### src/rtl/hamming_serializer_pkg.sv
// Shared definitions for the Hamming codec slice: codeword geometry and the
// serializer frame FSM state encoding.
package hamming_serializer_pkg;

    localparam int unsigned HAM_CW_W       = 12;
    localparam int unsigned HAM_DATA_W     = 8;
    localparam int unsigned HAM_FRAME_BITS = HAM_CW_W + 2;

    typedef enum logic [1:0] {
        ST_IDLE  = 2'd0,
        ST_START = 2'd1,
        ST_DATA  = 2'd2,
        ST_STOP  = 2'd3
    } ham_state_e;

endpackage

### src/rtl/hamming_bit_timer.sv
// Line-bit timer: free-running divider that pulses tick on the last cycle of
// every CLK_DIV-cycle bit period; clear holds it at the start of a period.
module hamming_bit_timer #(
    parameter int unsigned CLK_DIV = 16
) (
    input  logic clk,
    input  logic rst,
    input  logic clear,
    output logic tick
);

    localparam int unsigned      CNT_W = (CLK_DIV > 1) ? $clog2(CLK_DIV) : 1;
    localparam logic [CNT_W-1:0] LAST  = CNT_W'(CLK_DIV - 1);

    logic [CNT_W-1:0] cnt_q;
    logic [CNT_W-1:0] cnt_d;

    always_comb begin
        cnt_d = cnt_q;
        if (clear || (cnt_q == LAST)) begin
            cnt_d = '0;
        end else begin
            cnt_d = cnt_q + CNT_W'(1);
        end
    end

    always_ff @(posedge clk or negedge rst) begin
        if (!rst) begin
            cnt_q <= '0;
        end else begin
            cnt_q <= cnt_d;
        end
    end

    assign tick = !clear && (cnt_q == LAST);

endmodule

### src/rtl/hamming_serializer.sv
// Serial transmitter for Hamming codewords: start bit, CW_W data bits LSB
// first, stop bit, each held CLK_DIV cycles; valid/ready input handshake.
module hamming_serializer
    import hamming_serializer_pkg::*;
#(
    parameter int unsigned CLK_DIV = 16,
    parameter int unsigned CW_W    = HAM_CW_W
) (
    input  logic            clk,
    input  logic            rst,
    input  logic [CW_W-1:0] s_data,
    input  logic            s_valid,
    output logic            s_ready,
    output logic            tx,
    output logic            busy
);

    localparam int unsigned      BIT_W    = $clog2(CW_W);
    localparam logic [BIT_W-1:0] LAST_BIT = BIT_W'(CW_W - 1);

    ham_state_e        state_q, state_d;
    logic [CW_W-1:0]   shift_q, shift_d;
    logic [BIT_W-1:0]  bit_cnt_q, bit_cnt_d;
    logic              tx_q, tx_d;
    logic              busy_q, busy_d;
    logic              tick;
    logic              clear;

    hamming_bit_timer #(
        .CLK_DIV (CLK_DIV)
    ) u_timer (
        .clk   (clk),
        .rst   (rst),
        .clear (clear),
        .tick  (tick)
    );

    // The timer restarts its period on the transfer edge, so START lasts
    // exactly CLK_DIV cycles from the cycle tx first goes low.
    assign clear   = (state_q == ST_IDLE);
    assign s_ready = rst && (state_q == ST_IDLE);

    always_comb begin
        state_d   = state_q;
        shift_d   = shift_q;
        bit_cnt_d = bit_cnt_q;
        tx_d      = tx_q;
        busy_d    = busy_q;
        unique case (state_q)
            ST_IDLE: begin
                if (s_valid && s_ready) begin
                    shift_d   = s_data;
                    bit_cnt_d = '0;
                    tx_d      = 1'b0;
                    busy_d    = 1'b1;
                    state_d   = ST_START;
                end
            end
            ST_START: begin
                if (tick) begin
                    tx_d      = shift_q[0];
                    shift_d   = {1'b0, shift_q[CW_W-1:1]};
                    bit_cnt_d = '0;
                    state_d   = ST_DATA;
                end
            end
            ST_DATA: begin
                if (tick) begin
                    if (bit_cnt_q == LAST_BIT) begin
                        tx_d      = 1'b1;
                        bit_cnt_d = '0;
                        state_d   = ST_STOP;
                    end else begin
                        tx_d      = shift_q[0];
                        shift_d   = {1'b0, shift_q[CW_W-1:1]};
                        bit_cnt_d = bit_cnt_q + BIT_W'(1);
                    end
                end
            end
            ST_STOP: begin
                if (tick) begin
                    tx_d    = 1'b1;
                    busy_d  = 1'b0;
                    state_d = ST_IDLE;
                end
            end
            default: begin
                tx_d    = 1'b1;
                busy_d  = 1'b0;
                state_d = ST_IDLE;
            end
        endcase
    end

    always_ff @(posedge clk or negedge rst) begin
        if (!rst) begin
            state_q   <= ST_IDLE;
            shift_q   <= '0;
            bit_cnt_q <= '0;
            tx_q      <= 1'b1;
            busy_q    <= 1'b0;
        end else begin
            state_q   <= state_d;
            shift_q   <= shift_d;
            bit_cnt_q <= bit_cnt_d;
            tx_q      <= tx_d;
            busy_q    <= busy_d;
        end
    end

    assign tx   = tx_q;
    assign busy = busy_q;

endmodule
### config.mk
export PLATFORM = sky130hd
export DESIGN_NAME = hamming_serializer
export DESIGN_NICKNAME = d
export VERILOG_FILES = /design/src/rtl/hamming_serializer_pkg.sv /design/src/rtl/hamming_bit_timer.sv /design/src/rtl/hamming_serializer.sv
export SDC_FILE = /design/constraint.sdc
export NUM_CORES = 1
export LEC_CHECK = 0
export BUFFER_PORTS_ARGS = -buffer_cell sky130_fd_sc_hd__clkbuf_2
export CAP_MARGIN = 0
export CORE_UTILIZATION = 40
export CTS_CLUSTER_SIZE = 25
export DETAILED_ROUTE_END_ITERATION = 10
export PLACE_DENSITY_LB_ADDON = 0.3
export REMOVE_ABC_BUFFERS = 1
export SKIP_CTS_REPAIR_TIMING = 1
export SKIP_LAST_GASP = 1
export SLEW_MARGIN = 20
export SYNTH_ARGS = -nofsm -noshare
export SYNTH_HDL_FRONTEND = slang
export SYNTH_SLANG_ARGS = --single-unit
### constraint.sdc
create_clock -name clk -period 5.9 [get_ports clk]
set_input_delay 1.77 -clock clk [delete_from_list [all_inputs] [get_ports clk]]
set_output_delay 1.77 -clock clk [all_outputs]
set_load 0.02 [all_outputs]
# Word level (Yosys, flattened, before mapping)
# Cells that the tools add are included.
# Widths: inputs -> output; s select.
op_classes:
  add_sub_neg: 2
  mul: 0
  div: 0
  magnitude_cmp: 0
  eq_ne: 11
  shifts: 0
  mux: 26
  n_bitwise: 0
  n_reduce_logical: 13
ops:
  columns: ["operator", "n"]
  rows:
  - ["$mux 12", 4]
  - ["$pmux 12 s3", 1]
  - ["$mux 4", 5]
  - ["$ne 2x2->1 const B", 6]
  - ["$pmux 4 s3", 1]
  - ["$mux 2", 5]
  - ["$reduce_and 5->1", 2]
  - ["$add 4x1->4 const B", 2]
  - ["$eq 4x4->1 const B", 2]
  - ["$pmux 2 s4", 1]
  - ["$reduce_and 4->1", 2]
  - ["$mux 1", 7]
  - ["$eq 2x2->1 const B", 2]
  - ["$pmux 1 s4", 1]
  - ["$logic_and 1x1->1", 3]
  - ["$reduce_and 3->1", 1]
  - ["$reduce_bool 3->1", 1]
  - ["$eq 2x1->1 const B", 1]
  - ["$logic_not 2->1", 1]
  - ["$pmux 1 s2", 1]
  - ["$reduce_bool 2->1", 1]
  - ["$logic_not 1->1", 1]
  - ["$logic_or 1x1->1", 1]
word_totals:
  reg_bits: 24
  latchBits: 0
  ramBits: 0
  romBits: 0
  in_bits: 15
  out_inout_bits: 3
  memories: 0

# Logic depth before layout (Yosys ltp)
# Gate-level depths: netlist of run 1.
depth:
  ltp_word: 5
  ltp_mapped: 7
  ltp_nobuf: 6

# By module
# From an unflattened synthesis of run 1, not the netlist that was laid out.
hier_totals:
  hier_cells: 124
  area_unflattened_um2: 1303.8
modules_own_cells:
  columns: ["mod", "instances", "cells_per_inst", "area_each_um2"]
  rows:
  - ["hamming_serializer", 1, 109, 1128.6]
  - ["hamming_bit_timer", 1, 15, 175.2]

# Worst setup path before layout of run 1
# Ideal clock, no wire load.
synth_timing:
  path_kind: "input-to-output"
  from: "in rst"
  to: "out s_ready"
  arrival_ns: 1.987
  path_slack_ns: 2.143
  stages: 1
  path_buffers: 0
  cell_sequence: "and2_2"
synth_via:
  elab_chain_cells: 1
synth_rtl:
  columns: ["item", "line_no", "text"]
  rows:
  - ["start: declaration", "hamming_serializer.sv:10", "input logic rst,"]
  - ["$logic_and 1x1->1", "hamming_serializer.sv:41", "assign s_ready = rst && (state_q == ST_IDLE);"]
  - ["end: declaration", "hamming_serializer.sv:13", "output logic s_ready,"]
# Every way passes these cells.

# Final worst setup path of run 1
# Ends and elaborated chain as after synthesis.

==> reports/qor.yml, run 1 <==
p_leak_nw: 0.721
die_w_um: 60.9
worst_pin_slew_ns: 0.607
required_ns: 4.13
dieHeight_um: 60.9
initial_core_util_pct: 41.5
clock_latency_ns: 0.31
multiInputGateArea_sq_um: 738
nNetsFinal: 157
hold_path.class: "reg -> reg"
crit_path_end_kind: "primary output"
cts.sinks: 24
relSlewSlack_pct: 59.6
grt_usage_pct: 15.3
wl_met3_um: 68
ys_types: 33
mappedNetlistArea_sq_um: 1390
syn_avg_cell_area_sq_um: 12.1
wl_met2_um: 1050
placed_area_sq_um: 1510
cts.clk_slew.worst_paths_ns: 0.12
rsz0062_at_grt: "no"
cts_tree: "built"
coreArea_sq_um: 3340
drive_gt1_share_pct: 39.8
yosysWarningCount: 0
antenna_found_initial: 0
rows: 21
worst-path-max-fanout: 26
finalHoldViolCount: 0
path_class: "in -> out"
startpoint_type: "input pin"
dieArea_sq_um: 3710
drtIter0Drc: 31
ys_seq_area_share_pct: 43.4
drv_cap: 0
setup_ws_ns: 1.46
routedWlPerCell_um: 12.8
htreeDepth: 1
whs_ns: 0.510
yosys_most_used_dff: "dfrtp_1"
finalSetupViolations: 0
grt_pass1_wl_um: 4130
antenna_cells: 0
ys_ff_latch: 24
netlist_instances: 115
grt-ovfl-total: 0
design_area_sq_um: 1550
p_total_w: 0.000273
first_pass_iters: 4
cts_buffer_depth: 2
wirelength_um: 2300
crit_arrival_ns: 2.67
vias_per_cell: 5.11
top_layer: "met4"
pre_cts_ws_ns: 1.40
final-seq-area_sq_um: 602
gp_congestion: 0.810
grt_pass1_vias: 934
cts_buffers: 3
wl_met1_um: 1170
num_vias: 914
grt_max_degree: 27
status: "finished clean"
skew_ns: 0.0109
slew_viol_final: 0
period_share_pct: 75.2
p_per_area_nw_per_um2: 176
tns_ns: 0
ant_nets: 0
hpwl_um: 1670
fillers: 333
fmax_mhz: 225
synthToLayoutAreaGrowth_pct: 11.7
drc_errors: 0
ios: 18
synth_edf_count: 0
fin_crit_ns: 4.44
ir_drop_uv: 80.8
portBuffers: 17
root_buffer: "clkbuf_4"
postSynth.asyncResetShare_pct: 100
==> per-stage QoR <==
step | utilization, % | instances
global route | 46.4 | 179
floorplan | - | 111
global placement | 45.3 | 175
finish | 46.4 | 179
detailed placement | 45.3 | 175
CTS | 46.4 | 179
==> routing by layer <==
metal / up-vias / track usage [%]
met5: - / 0
met4: 0 / 5.84
met3: 2 / 3.20
met2: 15 / 25.1
met1: 442 / 19.8
li1: 455 / -
==> cell type report <==
class | count | share of cell area (%)
Inverter | 6 | 1.45
Tap cell | 46 | 3.72
Timing Repair Buffer | 18 | 5.98
Sequential cell | 24 | 38.9
Clock buffer | 4 | 2.34
Multi-Input combinational cell | 81 | 47.7
==> where the power goes <==
part	switching, W	internal [W]
clock network	0.0000485	0.0000377
registers	0.00000204	0.000168
logic	0.00000672	0.00000973
==> cell usage in the layout (no fill, tap or decap), drive strengths merged, types with 2 or more instances in the layout <==
cell type | Yosys | layout
a21oi | 5 | 5
and3 | 2 | 2
o21ai | 4 | 4
mux2 | 26 | 26
a2111oi | 2 | 2
nor2b | 4 | 4
nand4b | 3 | 3
dfrtp | 23 | 23
nor3b | 2 | 2
inv | 6 | 6
clkbuf | 2 | 21
nand4 | 2 | 2
nand2 | 6 | 6
nor2 | 2 | 2
ha | 8 | 8
a211o | 2 | 2
==> cells in the mapped netlist, types with 2 or more instances <==
| cell | count | area share [%] |
|---|---|---|
| and3_1 | 2 | 0.90 |
| nand4b_1 | 3 | 1.9 |
| a211o_1 | 2 | 1.3 |
| a2111oi_0 | 2 | 1.3 |
| inv_1 | 6 | 1.6 |
| nor2_1 | 2 | 0.54 |
| nor3b_1 | 2 | 1.1 |
| clkbuf_1 | 2 | 0.54 |
| dfrtp_1 | 23 | 42 |
| mux2_4 | 10 | 11 |
| o21ai_0 | 4 | 1.4 |
| ha_1 | 8 | 7.2 |
| a21oi_1 | 5 | 1.8 |
| nor2b_1 | 4 | 1.8 |
| mux2_2 | 16 | 13 |
| nand4_1 | 2 | 0.90 |
| nand2_1 | 6 | 1.6 |
==> sequential cells by signal, indices dropped and copies added, names as in the netlist <==
register and flops:
shift_q 12, bit_cnt_q 4, u_timer.cnt_q 4, state_q 2, busy 1, tx 1
==> final timing paths <==
| check | startpoint | depth (start not counted) | to | slack (ns) |
|---|---|---|---|---|
| worst max-delay path | rst | 3 | s_ready | 1.46 |
| worst min-delay path | u_timer.cnt_q[0] | 1 | u_timer.cnt_q[0] | 0.51 |
| worst max register to register | state_q[0] | 7 | shift_q[3] | 3.62 |
| worst min register to register | u_timer.cnt_q[0] | 1 | u_timer.cnt_q[0] | 0.51 |
| max in group asynchronous | rst | 1 | shift_q[5] | 4.06 |
| min in group asynchronous | rst | 1 | busy | 1.43 |
==> worst max-delay path, stage by stage <==
cell,delay (ns)
clkbuf_2,0.47
and2_2,0.26
clkbuf_2,0.16
==> kinds of logic (layout without fill, tap and decap cells) <==
family	Yosys count	count (layout)	share of synthesized area (%)
mux	27	27	24.5
flops	24	24	43.4
simple gates	24	24	10.0
compound gates	21	21	10.8
buf+inv	10	28	3.34
fa+ha+maj	8	8	7.22
xor+xnor	1	1	0.632
Note: power is estimated with default switching activity, not from simulation.
==> inputs of run 2 (changes only) <==
--- a/config.mk
+++ b/config.mk
@@ -5,6 +5,7 @@
 export SDC_FILE = /design/constraint.sdc
 export NUM_CORES = 1
 export LEC_CHECK = 0
+export ABC_AREA = 1
 export BUFFER_PORTS_ARGS = -buffer_cell sky130_fd_sc_hd__clkbuf_2
 export CAP_MARGIN = 0
 export CORE_UTILIZATION = 40
==> constraint.sdc (replaced) <==
create_clock -name clk -period 4.2 [get_ports clk]
set_input_delay 1.26 -clock clk [delete_from_list [all_inputs] [get_ports clk]]
set_output_delay 1.26 -clock clk [all_outputs]
set_load 0.02 [all_outputs]
==> run 2 against run 1 <==
  * Worst hold slack got worse by 0.037 ns
  * Flip-flop and latch count unchanged
  * First-iteration DRC count increased by 140%
  * Sequential share of layout area decreased by 0.68 points
  * Global-route usage decreased by 0.28 points
  * Combinational power increased to 36 times the previous value
  * Critical endpoint unchanged
==> reports/qor.yml, run 2 <==
grt_pass1_wl_um: 4270  # +3.5%
antenna_cells: 0  # unchanged
finalSetupViolations: 0  # unchanged
fin_crit_ns: 2.92
mostFrequentLayoutCells: "58 x nand2_1, 23 x dfrtp_1, 22 x inv_1, 17 x o21ai_0, 17 x clkbuf_2"
largest_reg_flops: 12  # unchanged
cts_buffer_depth: 2  # unchanged
num_vias: 1116  # +22%
ir_drop_uv: 359  # +340%
worstRegToRegCells: 6  # -1
ys_ff_latch: 24  # unchanged
placed_area_sq_um: 1540  # +1.8%
grt_pass1_vias: 973  # +4.2%
synthTopCellsByArea: "dfrtp_1 40%, nand2_1 15%, ha_1 7.0%, nand4_1 6.1%, o21ai_0 5.9%"
syn_avg_cell_area_sq_um: 8.13  # -33%
crit_arrival_ns: 1.66  # -1.01 ns
ios: 18  # unchanged
grt_max_degree: 26  # -3.7%
slew_viol_final: 0  # unchanged
ys_types: 25  # -24%
p_per_area_nw_per_um2: 693  # +290%
yosys_most_used_dff: "dfrtp_1"
finalHoldViolCount: 0  # unchanged
synth_top_cell_by_area: "dfrtp_1"
regMostFlops: "shift_q"
hpwl_um: 1710  # +2.3%
reg_top3: "shift_q (12), bit_cnt_q (4), u_timer.cnt_q (4)"
cts_buffers: 3  # unchanged
grt-ovfl-total: 0  # unchanged
wirelength_um: 2490  # +8.3%
vias_per_cell: 4.69  # -8.2%
fmax_mhz: 342
initial_core_util_pct: 42.2  # +0.65 points
netlist_instances: 176  # +53%
synth_common_cells: "58 x nand2_1, 23 x dfrtp_1, 22 x inv_1"
antenna_found_initial: 0  # unchanged
portBuffers: 17  # unchanged
required_ns: 2.94  # -1.19 ns
coreArea_sq_um: 3390  # +1.6%
die_w_um: 61.8  # +1.5%
crit_end: "s_ready"
cts_tree: "built"
synth.most_common_cell: "nand2_1"
hold_path.class: "reg -> reg"
drc_errors: 0  # unchanged
skew_ns: 0.00984  # -0.00102 ns
utilization_pct: 46.5  # +0.092 points
drive_gt1_share_pct: 16.1  # -24 points
yosysTopAreaCellShare_pct: 40.2  # -1.3 points
r2r-start: "state_q[0]"
cts.clk_slew.worst_paths_ns: 0.14  # +0.02 ns
tns_ns: 0  # unchanged
whs_ns: 0.473  # -0.0368 ns
htreeDepth: 1  # unchanged
ant_nets: 0  # unchanged
postSynth.asyncResetShare_pct: 100  # unchanged
crit_path_end_kind: "primary output"
final_common_cell: "nand2_1"
worst_pin_slew_ns: 0.624  # +0.0170 ns
p_leak_nw: 0.846  # +17%
rows: 21  # unchanged
root_buffer: "clkbuf_4"
cts.sinks: 24  # unchanged
path_class: "in -> out"
yosysWarningCount: 0  # unchanged
gp_congestion: 0.788  # -2.7%
status: "finished clean"
reg2reg_to: "shift_q[4]"
synth_edf_count: 0  # unchanged
relSlewSlack_pct: 58.4  # -1.1 points
period_share_pct: 69.6
cp-startpoint: "rst"
drtIter0Drc: 74  # +140%
startpoint_type: "input pin"
first_pass_iters: 4  # unchanged
clock_latency_ns: 0.32  # about the same
grt_usage_pct: 15.0  # -0.28 points
routedWlPerCell_um: 10.5  # -19%
design_area_sq_um: 1580  # +1.8%
synthToLayoutAreaGrowth_pct: 10.2
mappedNetlistArea_sq_um: 1430  # +3.2%
worst-path-max-fanout: 2  # -92%
rsz0062_at_grt: "no"
drv_cap: 0  # unchanged
ys_seq_area_share_pct: 42.1  # -1.3 points
dieArea_sq_um: 3820  # +3.1%
nNetsFinal: 216  # +38%
reg2reg_slack_ns: 2.37  # -1.25 ns
dieHeight_um: 61.8  # +1.5%
-- run 2: how the worst min path moves through the flow --
stage                           startpoint                to  slack (ns)  cells after the start
final                     u_timer.cnt_q[0]  u_timer.cnt_q[0]        0.47                      1
after floorplan           u_timer.cnt_q[0]  u_timer.cnt_q[0]        0.43                      1
after detailed placement        shift_q[0]        shift_q[0]        0.45                      2
after CTS                 u_timer.cnt_q[0]  u_timer.cnt_q[0]        0.48                      1
after global placement    u_timer.cnt_q[0]  u_timer.cnt_q[0]        0.45                      1
after global routing                    tx                tx        0.50                      2
-- run 2: power breakdown --
part           total (W)  internal [W]  switching [W]
clock network   0.000127     0.0000530      0.0000741
logic           0.000588      0.000200       0.000388
registers       0.000378      0.000319      0.0000586
-- run 2: logic make-up (layout without fill, tap and decap cells) --
| kind of cell | count (synthesis) | count (layout) | share of synthesized area (%) |
|---|---|---|---|
| simple gates | 89 | 89 | 30.5 |
| fa+ha+maj | 8 | 8 | 7.00 |
| compound gates | 23 | 23 | 9.71 |
| flops | 24 | 24 | 42.1 |
| xor+xnor | 3 | 3 | 1.84 |
| buf+inv | 29 | 45 | 8.84 |
-- run 2: through the flow --
stage	cells	power [W]	setup WS, ns
2_1_floorplan	170	0.000848	1.49
3_3_place_gp	234	0.000977	1.26
3_5_place_dp	234	0.000980	1.26
4_1_cts	238	0.00111	1.26
5_1_grt	238	0.00121	1.21
6_report	238	0.00109	1.28
-- run 2: critical path: stages --
cell,delay (ns)
clkbuf_2,0.10
nand2_1,0.05
inv_1,0.08
clkbuf_2,0.17
-- run 2: layout make-up --
cell class,instances,area [sq um]
flip-flops and latches,24,602
repair buffers,18,92.6
clock buffers,4,36.3
inverters,23,86.3
well taps,46,57.6
multi-input cells,123,702
fillers,345,1810
-- run 2: per-layer routing --
layer  global-route usage (%)  vias to the layer above  share of wire, %
met2                     24.9                       20                45
met3                     4.55                        2               4.1
met5                        0                        -                 0
met1                     19.9                      494                50
met4                     1.90                        0              0.56
li1                         -                      600                 -
==> inputs of run 3 (changes only) <==
--- a/config.mk
+++ b/config.mk
@@ -5,7 +5,7 @@
 export SDC_FILE = /design/constraint.sdc
 export NUM_CORES = 1
 export LEC_CHECK = 0
-export ABC_AREA = 1
+export ABC_AREA = 0
 export BUFFER_PORTS_ARGS = -buffer_cell sky130_fd_sc_hd__clkbuf_2
 export CAP_MARGIN = 0
 export CORE_UTILIZATION = 40
==> constraint.sdc (replaced) <==
create_clock -name clk -period 2.46 [get_ports clk]
set_input_delay 0.738 -clock clk [delete_from_list [all_inputs] [get_ports clk]]
set_output_delay 0.738 -clock clk [all_outputs]
set_load 0.02 [all_outputs]
==> run 3 against run 2 <==
  * Power decreased by 43%
  * Register-to-register slack got worse by 2.1 ns
  * Global-route usage decreased by 0.12 points
  * Routed wire length decreased by 7.0%
  * Final cell count decreased by 23%
==> reports/qor.yml, run 3 (synthesis results as in run 1) <==
fin_crit_ns: 2.23
gp_congestion: 0.779  # -1.1%
mostFrequentLayoutCells: "23 x dfrtp_1, 17 x clkbuf_2, 16 x mux2_2, 10 x mux2_4, 8 x ha_1"
status: "finished clean"
p_leak_nw: 0.737  # -13%
wirelength_um: 2310  # -7.0%
whs_ns: 0.402  # -0.0711 ns
htreeDepth: 1  # unchanged
p_total_w: 0.000625  # -43%
clock_latency_ns: 0.31  # about the same
reg2reg_to: "shift_q[2]"
crit_path_end_kind: "primary output"
grt_usage_pct: 14.9  # -0.12 points
wl_met2_um: 1050  # -7.1%
drtIter0Drc: 28  # -62%
reg2reg_slack_ns: 0.23  # -2.14 ns
coreArea_sq_um: 3340  # -1.6%
drc_errors: 0  # unchanged
portBuffers: 17  # unchanged
path_class: "in -> out"
cts_tree: "built"
antenna_cells: 0  # unchanged
period_share_pct: 90.8
antenna_found_initial: 0  # unchanged
drive_gt1_share_pct: 40.9  # +25 points
first_pass_iters: 4  # unchanged
crit_arrival_ns: 1.50  # -0.16 ns
cts.sinks: 24  # unchanged
ir_drop_uv: 200  # -44%
rsz0062_at_grt: "no"
largest_reg_flops: 12  # unchanged
slew_viol_final: 0  # unchanged
cts_buffer_depth: 2  # unchanged
num_vias: 961  # -14%
dieHeight_um: 60.9  # -1.5%
fillers: 310  # -10%
skew_ns: 0.00410  # -0.00574 ns
worst-path-max-fanout: 25  # +23
p_per_area_nw_per_um2: 395  # -43%
ant_nets: 0  # unchanged
worstRegToRegCells: 7  # +1
grt_max_degree: 26  # unchanged
regMostFlops: "shift_q"
wl_met1_um: 1110  # -11%
required_ns: 1.72  # -1.22 ns
utilization_pct: 47.4  # +0.88 points
cts.clk_slew.worst_paths_ns: 0.13  # about the same
finalSetupViolations: 0  # unchanged
cp-startpoint: "rst"
root_buffer: "clkbuf_4"
rows: 21  # unchanged
finalHoldViolCount: 0  # unchanged
worst_pin_slew_ns: 0.517  # -0.106 ns
drv_cap: 0  # unchanged
hpwl_um: 1750  # +2.4%
relSlewSlack_pct: 64.6  # +6.2 points
grt-ovfl-total: 0  # unchanged
wl_met3_um: 110  # +7.8%
ios: 18  # unchanged
crit_end: "s_ready"
hold_path.class: "in -> async"
dieArea_sq_um: 3710  # -3.0%
initial_core_util_pct: 41.5  # -0.65 points
synthToLayoutAreaGrowth_pct: 14.1
top_layer: "met4"
grt_pass1_wl_um: 4020  # -6.0%
routedWlPerCell_um: 12.6  # +21%
reg_top3: "shift_q (12), bit_cnt_q (4), u_timer.cnt_q (4)"
vias_per_cell: 5.25  # +12%
startpoint_type: "input pin"
final_common_cell: "dfrtp_1"
final-seq-area_sq_um: 602  # unchanged
fmax_mhz: 448
multiInputGateArea_sq_um: 738  # +5.2%
die_w_um: 60.9  # -1.5%
cts_buffers: 3  # unchanged
nNetsFinal: 161  # -25%
grt_pass1_vias: 888  # -8.7%
r2r-start: "state_q[0]"
-- run 3: cell types whose count changed in the layout (fill, tap and decap cells not counted), sizes merged, moves of 4 or more --
cell   change
buf        +4
nand4     -14
o21ai     -16
nand2     -53
nand3      -7
mux2      +26
nor2b      +4
inv       -17
-- run 3: layout make-up --
class,count,share of cell area (%)
Timing Repair Buffer,22,8.54
Clock buffer,4,1.66
Multi-Input combinational cell,81,46.7
Sequential cell,24,38.1
Tap cell,46,3.64
Inverter,6,1.42
-- run 3: worst min path at each step --
stage                     cells past startpoint                to  slack (ns)
after floorplan                               0      bit_cnt_q[0]        0.44
after global placement                        1  u_timer.cnt_q[0]        0.48
after detailed placement                      1  u_timer.cnt_q[0]        0.49
after CTS                                     2  u_timer.cnt_q[2]        0.41
after global routing                          2              busy        0.42
final                                         2  u_timer.cnt_q[2]        0.40
-- run 3: where the power goes --
part	switching, W	internal, W	total (W)
clock	0.000113	0.0000633	0.000176
combinational	0.0000163	0.0000244	0.0000407
sequential	0.00000533	0.000403	0.000409
total	0.000134	0.000491	0.000625
-- run 3: metrics by stage --
| step | setup TNS [ns] | setup WS [ns] | std cells | area (sq um) |
|---|---|---|---|---|
| 6_report | 0 | 0.225 | 183 | 1580 |
| 5_1_grt | 0 | 0.0784 | 183 | 1580 |
| 4_1_cts | 0 | 0.181 | 183 | 1580 |
| 3_5_place_dp | 0 | 0.184 | 179 | 1560 |
| 3_3_place_gp | 0 | 0.198 | 179 | 1560 |
| 2_1_floorplan | -0.650 | -0.106 | 111 | 1360 |
-- run 3: metal layers --
metal	up-vias	track usage, %
li1	462	-
met1	468	20.4
met2	27	23.1
met3	4	2.56
met4	0	6.82
met5	-	0
-- run 3: critical path: stages --
cell and delay, ns:
clkbuf_2 0.09, buf_4 0.29, and2_2 0.21, clkbuf_2 0.16
